<file path="config.mk">
export PLATFORM = sky130hd
export DESIGN_NAME = acc_serializer
export DESIGN_NICKNAME = d
export VERILOG_FILES = /design/src/rtl/acc_serializer_pkg.sv /design/src/rtl/acc_sat_narrow.sv /design/src/rtl/acc_serializer.sv
export SDC_FILE = /design/constraint.sdc
export NUM_CORES = 1
export LEC_CHECK = 0
export ABC_AREA = 1
export ABC_CLOCK_PERIOD_IN_PS = 15640
export CAP_MARGIN = 10
export CORE_MARGIN = 1
export CORE_UTILIZATION = 51
export CTS_CLUSTER_DIAMETER = 100
export DETAILED_ROUTE_END_ITERATION = 10
export PLACE_DENSITY = 0.81
export SLEW_MARGIN = 20
export SYNTH_ARGS = -nofsm -noshare
export SYNTH_HDL_FRONTEND = slang
export SYNTH_SLANG_ARGS = --single-unit
export TNS_END_PERCENT = 100
</file>
<file path="constraint.sdc">
create_clock -name clk -period 15.64 [get_ports clk]
set_input_delay 3.128 -clock clk [delete_from_list [all_inputs] [get_ports clk]]
set_output_delay 3.128 -clock clk [all_outputs]
set_load 0.005 [all_outputs]
</file>
<file path="src/rtl/acc_serializer_pkg.sv">
// Shared types and helpers for the accumulator serializer.
// Saturation bounds are only used when ACC_SERIALIZER_SAT_EN is defined.
package acc_serializer_pkg;

  typedef enum logic [1:0] {
    IDLE = 2'd0,
    SEND = 2'd1,
    DONE = 2'd2
  } state_t;

  function automatic int lane_cnt_width(input int n);
    return (n < 2) ? 1 : $clog2(n);
  endfunction

  // Bounds are held as 64-bit signed values, so lanes wider than 64 bits are not supported.
  function automatic logic signed [63:0] sat_max(input int w);
    return (64'sd1 <<< (w - 1)) - 64'sd1;
  endfunction

  function automatic logic signed [63:0] sat_min(input int w);
    return -(64'sd1 <<< (w - 1));
  endfunction

endpackage

</file>
<file path="src/rtl/acc_sat_narrow.sv">
// Combinational DATA_WIDTH -> OUT_WIDTH narrower.
// ACC_SERIALIZER_SAT_EN selects signed clamping instead of plain truncation.
module acc_sat_narrow
  import acc_serializer_pkg::*;
#(
  parameter int DATA_WIDTH = 32,
  parameter int OUT_WIDTH  = 32
) (
  input  logic [DATA_WIDTH-1:0] lane,
  output logic [OUT_WIDTH-1:0]  narrow
);

  generate
    if (OUT_WIDTH == DATA_WIDTH) begin : g_pass
      assign narrow = lane;
    end else begin : g_narrow
`ifdef ACC_SERIALIZER_SAT_EN
      localparam logic signed [63:0] HI = sat_max(OUT_WIDTH);
      localparam logic signed [63:0] LO = sat_min(OUT_WIDTH);
      logic signed [63:0] lane_ext;
      assign lane_ext = 64'($signed(lane));
      always_comb begin
        if (lane_ext > HI)      narrow = HI[OUT_WIDTH-1:0];
        else if (lane_ext < LO) narrow = LO[OUT_WIDTH-1:0];
        else                    narrow = lane_ext[OUT_WIDTH-1:0];
      end
`else
      assign narrow = OUT_WIDTH'(lane);
`endif
    end
  endgenerate

endmodule

</file>
<file path="src/rtl/acc_serializer.sv">
// Captures NUM_LANES accumulator lanes and streams them, one per ready/valid transfer,
// to a single-port buffer with auto-incremented addresses. Optional: ACC_SERIALIZER_SAT_EN.
//
// state | meaning
// IDLE  | waiting for start; captures lanes and optionally loads base address
// SEND  | wr_en high, presenting head lane; shifts on each accepted transfer
// DONE  | one-cycle done pulse, then back to IDLE
module acc_serializer
  import acc_serializer_pkg::*;
#(
  parameter int DATA_WIDTH = 32,
  parameter int NUM_LANES  = 10,
  parameter int ADDR_WIDTH = 7,
  parameter int OUT_WIDTH  = 32
) (
  input  logic                            clk,
  input  logic                            rst,
  input  logic                            start,
  input  logic [NUM_LANES*DATA_WIDTH-1:0] data_in,
  input  logic                            addr_load,
  input  logic [ADDR_WIDTH-1:0]           base_addr,
  input  logic                            wr_ready,
  output logic                            wr_en,
  output logic [ADDR_WIDTH-1:0]           wr_addr,
  output logic [OUT_WIDTH-1:0]            wr_data,
  output logic                            busy,
  output logic                            done,
  output logic                            start_drop
);

  localparam int CW = lane_cnt_width(NUM_LANES);
  localparam int SW = NUM_LANES * DATA_WIDTH;
  localparam logic [CW-1:0] LAST = CW'(NUM_LANES - 1);

  state_t                state;
  logic [SW-1:0]         shreg;
  logic [CW-1:0]         lane_cnt;
  logic [ADDR_WIDTH-1:0] addr_cnt;
  logic                  xfer;

  assign xfer    = wr_en && wr_ready;
  assign wr_addr = addr_cnt;

  // Lane 0 sits in the MSB slice, so the head is always the top DATA_WIDTH bits.
  acc_sat_narrow #(
    .DATA_WIDTH(DATA_WIDTH),
    .OUT_WIDTH (OUT_WIDTH)
  ) u_narrow (
    .lane  (shreg[SW-1 -: DATA_WIDTH]),
    .narrow(wr_data)
  );

  always_ff @(posedge clk or posedge rst) begin
    if (rst) begin
      state      <= IDLE;
      shreg      <= '0;
      lane_cnt   <= '0;
      addr_cnt   <= '0;
      wr_en      <= 1'b0;
      busy       <= 1'b0;
      done       <= 1'b0;
      start_drop <= 1'b0;
    end else begin
      start_drop <= start && (state != IDLE);
      case (state)
        IDLE: begin
          done <= 1'b0;
          if (start) begin
            shreg    <= data_in;
            lane_cnt <= '0;
            if (addr_load) addr_cnt <= base_addr;
            wr_en    <= 1'b1;
            busy     <= 1'b1;
            state    <= SEND;
          end
        end
        SEND: begin
          if (xfer) begin
            shreg    <= shreg << DATA_WIDTH;
            addr_cnt <= addr_cnt + ADDR_WIDTH'(1);
            lane_cnt <= lane_cnt + CW'(1);
            if (lane_cnt == LAST) begin
              wr_en <= 1'b0;
              done  <= 1'b1;
              state <= DONE;
            end
          end
        end
        DONE: begin
          done  <= 1'b0;
          busy  <= 1'b0;
          state <= IDLE;
        end
        default: begin
          wr_en <= 1'b0;
          busy  <= 1'b0;
          done  <= 1'b0;
          state <= IDLE;
        end
      endcase
    end
  end

endmodule

</file>
==> results.ini, run 1 <==
[floorplan]
core_um2 = 30700
dieHeight_um = 179
die_w_um = 179
rows = 64
initial_utilization = 0.520
boundaryPins = 375
die_area_um2 = 32000

[critical_path]
path_max_fanout = 145
required_ns = 16.06
crit_path_end_kind = register
critical_path_class = in -> reg
cp-start-kind = input pin
worst_ep_arrival_time_ns = 6.79

[global_route]
grt_pass1_wl_um = 65800
grt_overflow = 0
grt_usage = 0.267
grt_pass1_vias = 12530
antenna_found_initial = 6
grt_max_degree = 271

[clocking]
cts_resized = 0
postCtsSetupRepairBufs = 0
clkSinkCount = 337
clockBufferDepth = 3
clk_pin_slew_ns = 0.06
htreeDepth = 2
cts_buffers = 37
clk_latency_ns = 0.52
cts_tree = done
root_buffer = clkbuf_16
hold_buffers = 0

[timing]
hold_slack_ns = 0.490
timing.fmax_ghz = 0.157
rsz0062_at_grt = false
relSlewSlack = 0.291
layout_min_cycle_time_ns = 6.37
finalHoldViolations = 0
slew_violations = 0
finalCritPeriodShare = 0.407
tns_ns = 0
skew_ns = 0.0130
tightest_slew_ns = 1.06
setup_viol = 0

[yosys]
synthCells = 1859
avgSynthCellArea_um2 = 8.58
synth-seq-cells = 337
netlist_area_um2 = 16000
yosys.area.top_type = dfrtp_1
synth_edf_count = 0
yosysTopAreaCellShare = 0.529
ys_seq_area_frac = 0.529
yosysWarnings = 0
synth.net_count = 2194
yosys-top-cells-area = dfrtp_1 53%, o211ai_1 12%, nand2_1 9.1%, o21ai_0 7.6%, inv_1 7.2%
synthArstFlopShare = 1.00
yosysUniqueCellTypes = 24
synth_ff_type = dfrtp_1

[pwr]
netSwitchingFraction = 0.390
p_clk_frac = 0.233
powerDensity_nw_per_um2 = 178
ir_drop_v = 0.000142
power.switching_w = 0.00143
p_leak_nw = 10.0
p_seq_frac = 0.352
internal_power_w = 0.00224
power_frac_comb = 0.416

[route]
drt-initial-drc-count = 1139
routedWlPerCell_um = 16.9
drt.antenna.violating_nets = 0
vias_per_cell = 5.30
drt-pass1-iter-count = 5
drc = 0
finalWirelength_um = 42900
vias = 13473

[layout]
multiInputGateArea_um2 = 5450
area.growth.synth_to_final_pct = 29.2
fillCellCount = 2438
ff_latch_area_um2 = 8430
nets = 2451
drive_above_1_share = 0.0360
layout_commonest_cell = nand2_1
final_cell_mix = 387 x nand2_1, 374 x clkdlybuf4s50_1, 337 x dfrtp_1, 304 x inv_1, 257 x o211ai_1

[hold_path]
hold_path.class = reg -> reg

[placed_design]
gp_congestion = 0.862
dp_hpwl_um = 29700
io_buffers = 374

[status]
status = finished, final reports clean

[flow_run]
maxCapViolCount = 0

-- power groups by stage --
stage | registers [W] | logic (W) | clock network [W]
floorplan | 0.00128 | 0.00117 | 0
global placement | 0.00129 | 0.00146 | 0
detailed placement | 0.00130 | 0.00151 | 0
CTS | 0.00129 | 0.00153 | 0.000870
global route | 0.00132 | 0.00175 | 0.000905
finish | 0.00129 | 0.00152 | 0.000854
-- Yosys cell counts (2+ instances only) --
master and instances:
clkbuf_1 50, nor2_1 12, nand2_1 387, o21ai_1 117
or2_2 4, a21oi_1 2, buf_4 33, buf_1 3
inv_2 2, buf_2 69, dfrtp_1 337, o21bai_1 2
inv_1 305, buf_6 12, nand2_2 2, o21ai_0 242
nand3_1 15, ha_1 3, o211ai_1 257
-- registers in the layout, summed over array words and instances (netlist names) --
name / flops
shreg: 320
wr_addr: 7
lane_cnt: 4
state: 2
busy: 1
done: 1
start_drop: 1
wr_en: 1
-- cells by family (layout without fill, tap and decap cells) --
group           count (synthesis)  count (layout)  synth area share
fa+ha+maj                       3               3           0.00235
xor+xnor                        1               1          0.000549
simple gates                  422             422             0.102
compound gates                621             621             0.236
flops                         337             337             0.529
other cells                     0               4                 0
buf+inv                       475             757             0.131
-- path summary, 6_finish.rpt --
path / start / depth (start not counted) / slack, ns / endpoint
min in group asynchronous: rst / 2 / 3.13 / shreg[16]$_DFFE_PP0P_
worst max register to register: state[1]$_DFFE_PP0P_ / 8 / 11.83 / shreg[117]$_DFFE_PP0P_
max in group asynchronous: rst / 4 / 10.16 / shreg[231]$_DFFE_PP0P_
worst min register to register: shreg[295]$_DFFE_PP0P_ / 2 / 0.49 / shreg[295]$_DFFE_PP0P_
worst min-delay path: shreg[295]$_DFFE_PP0P_ / 2 / 0.49 / shreg[295]$_DFFE_PP0P_
worst max-delay path: wr_ready / 10 / 9.27 / shreg[117]$_DFFE_PP0P_
-- cell type report --
class	count	share of cell area
clock buffers	56	0.0543
inverters	308	0.0564
multi-input cells	1047	0.264
flip-flops and latches	337	0.409
repair buffers	385	0.188
diodes	4	0.000486
clock inverters	8	0.00334
well taps	396	0.0240
-- critical path, stage by stage --
cell and delay, ns:
clkdlybuf4s50_1 0.45, nand2_1 0.06, inv_1 0.09, nand2_2 0.15, nand2_8 0.30, buf_16 0.46, buf_4 0.71, buf_4 0.94
o211ai_1 0.21, o21ai_0 0.15
-- metal layers --
| metal | vias to the layer above | GRT usage | wire length [µm] |
|---|---|---|---|
| met5 | - | 0 | 43 |
| met4 | 6 | 0.101 | 1490 |
| met3 | 96 | 0.0761 | 3790 |
| met2 | 461 | 0.427 | 20100 |
| met1 | 6316 | 0.342 | 17400 |
| li1 | 6594 | - | - |
-- per-stage QoR --
stage / utilization / power [W] / setup slack (ns) / instance area [µm²] / std cells
3_5_place_dp: 0.632 / 0.00282 / 8.71 / 19400 / 2472
5_1_grt: 0.672 / 0.00397 / 8.92 / 20600 / 2540
3_3_place_gp: 0.632 / 0.00275 / 8.83 / 19400 / 2472
4_1_cts: 0.671 / 0.00369 / 9.26 / 20600 / 2536
2_1_floorplan: - / 0.00245 / 3.17 / 16000 / 1859
6_report: 0.672 / 0.00367 / 9.27 / 20600 / 2541
No activity file was read; power rests on OpenSTA's default activity.
==> run 2, diff against run 1 <==
--- a/config.mk
+++ b/config.mk
@@ -6,13 +6,13 @@
 export NUM_CORES = 1
 export LEC_CHECK = 0
 export ABC_AREA = 1
-export ABC_CLOCK_PERIOD_IN_PS = 15640
+export ABC_CLOCK_PERIOD_IN_PS = 5600
 export CAP_MARGIN = 10
 export CORE_MARGIN = 1
-export CORE_UTILIZATION = 51
+export CORE_UTILIZATION = 46
 export CTS_CLUSTER_DIAMETER = 100
 export DETAILED_ROUTE_END_ITERATION = 10
-export PLACE_DENSITY = 0.81
+export PLACE_DENSITY = 0.78
 export SLEW_MARGIN = 20
 export SYNTH_ARGS = -nofsm -noshare
 export SYNTH_HDL_FRONTEND = slang
==> constraint.sdc (replaced) <==
create_clock -name clk -period 5.6 [get_ports clk]
set_input_delay 1.12 -clock clk [delete_from_list [all_inputs] [get_ports clk]]
set_output_delay 1.12 -clock clk [all_outputs]
set_load 0.005 [all_outputs]
==> run 2 against run 1 <==
Compared with the run above: sequential share of layout area shrank 0.33 points; combinational power grew to 2.8 times the previous value; global-route usage decreased by 1.7 points; non-clock buffer count is 1 higher; sequential power rose to 2.8 times the previous value; setup slack got worse by 6.8 ns.
==> results.ini, run 2 (synthesis gave the netlist of run 1 again) <==
[clocking]
clk_latency_ns = 0.52
root_buffer = clkbuf_16
clkSinkCount = 337
cts_resized = 0
htreeDepth = 2
cts_buffers = 38
cts_tree = done
clk_pin_slew_ns = 0.05
hold_buffers = 0
clockBufferDepth = 3
postCtsSetupRepairBufs = 0

[route]
vias_per_cell = 5.19
finalWirelength_um = 43800
drc = 0
drt-pass1-iter-count = 5
drt.antenna.violating_nets = 0
vias = 13466
drt-initial-drc-count = 1091
routedWlPerCell_um = 16.9

[layout]
area.growth.synth_to_final_pct = 30.3
final_cell_mix = 387 x nand2_1, 374 x clkdlybuf4s50_1, 337 x dfrtp_1, 304 x inv_1, 257 x o211ai_1
drive_above_1_share = 0.0397
nets = 2453
final_util = 0.614
layout_commonest_cell = nand2_1
largest_reg_flops = 320
regMostFlops = shreg
fin_area_um2 = 20800

[global_route]
grt_usage = 0.250
grt_overflow = 0
antenna_found_initial = 4
grt_pass1_vias = 12889
grt_max_degree = 196
grt_pass1_wl_um = 70000

[floorplan]
initial_utilization = 0.471
boundaryPins = 375
dieHeight_um = 188
core_um2 = 33900
die_area_um2 = 35400
die_w_um = 188
rows = 67

[hold_path]
worstHoldEndpoint = shreg[310]$_DFFE_PP0P_
min_path_cells = 2
hold_path.class = reg -> reg
hp-start = shreg[310]$_DFFE_PP0P_

[pwr]
internal_power_w = 0.00636
p_clk_frac = 0.245
ir_drop_v = 0.000345
p_seq_frac = 0.346
powerDensity_nw_per_um2 = 501
netSwitchingFraction = 0.389
power.switching_w = 0.00405
power_frac_comb = 0.409
p_leak_nw = 10.0

[timing]
skew_ns = 0.0251
slew_violations = 0
timing.fmax_ghz = 0.320
postLayoutSetupSlackWorst_ns = 2.47
relSlewSlack = 0.307
finalCritPeriodShare = 0.558
tightest_slew_ns = 1.04
rsz0062_at_grt = false
setup_viol = 0
finalHoldViolations = 0
layout_min_cycle_time_ns = 3.13

[critical_path]
slowest_stage = inv_2
critical_path_class = in -> reg
r2r-start = state[1]$_DFFE_PP0P_
crit_path_end_kind = register
path_max_fanout = 120
path_cells = clkdlybuf4s50_1, nand2_1, inv_1, nand2_2, nand2_8, inv_2, o21ai_0
cp_slowest_stage_delay_ns = 0.88
r2r_setup_slack_ns = 2.64
r2r_cells = 6
cp-start-kind = input pin
crit_buf_inv = 3
required_ns = 5.93
worst_r2r_endpoint = shreg[133]$_DFFE_PP0P_
worst_ep_arrival_time_ns = 3.46
critPathTopFamily = buffers and inverters

[placed_design]
place_area_um2 = 19500
dp_hpwl_um = 30200
gp_congestion = 0.851
dp_slack_ns = 1.97
io_buffers = 374

[status]
status = finished, final reports clean

[flow_run]
maxCapViolCount = 0

run 2: cell types whose count changed in the layout (fill, tap and decap cells not counted), sizes merged:
cell      previous run  this run
buf                 11        12
bufinv               1         4
clkbuf              56        48
clkinv               7         9
clkinvlp             0         4
diode                4         3
run 2: per-layer routing:
metal	track usage	up-vias	share of wire
met4	0.0794	2	0.028
met3	0.0596	66	0.086
met5	0	-	0.00023
li1	-	6598	-
met2	0.394	468	0.46
met1	0.340	6332	0.43
run 2: worst max-delay path by stage:
stage | startpoint | to | slack, ns | depth (start not counted)
after detailed placement | wr_ready | shreg[309]$_DFFE_PP0P_ | 1.97 | 7
after global routing | wr_ready | shreg[309]$_DFFE_PP0P_ | 2.22 | 7
after CTS | wr_ready | shreg[309]$_DFFE_PP0P_ | 2.50 | 7
after floorplan | rst | busy$_DFFE_PP0P_ | -0.02 | 1
after global placement | wr_ready | shreg[307]$_DFFE_PP0P_ | 2.10 | 7
final | wr_ready | shreg[309]$_DFFE_PP0P_ | 2.47 | 7
run 2: area by class of cell:
class                           count  area [µm²]
Inverter                          308        1160
Timing Repair Buffer              386        3900
Clock buffer                       48        1070
Multi-Input combinational cell   1047        5450
Clock inverter                     17         208
Fill cell                        2845       13100
Tap cell                          448         561
Sequential cell                   337        8430
Antenna cell                        3        7.51
run 2: power groups by stage:
stage	registers, W	logic [W]	clock network [W]
after CTS	0.00360	0.00430	0.00260
final	0.00361	0.00426	0.00255
after global routing	0.00368	0.00489	0.00269
after floorplan	0.00358	0.00326	0
after detailed placement	0.00364	0.00425	0
after global placement	0.00361	0.00411	0
run 2: per-stage QoR:
stage / TNS, ns / instances / power [W] / hold WS, ns
after CTS: 0 / 2591 / 0.0105 / 0.494
after detailed placement: 0 / 2526 / 0.00789 / 0.479
after global routing: 0 / 2594 / 0.0113 / 0.511
after floorplan: -8.28 / 1859 / 0.00684 / 0.454
final: 0 / 2594 / 0.0104 / 0.491
after global placement: 0 / 2526 / 0.00772 / 0.467
run 2: worst min-delay path: stages (launching register included):
cell and delay (ns):
dfrtp_1 0.34, nand2_1 0.05, o21ai_1 0.06
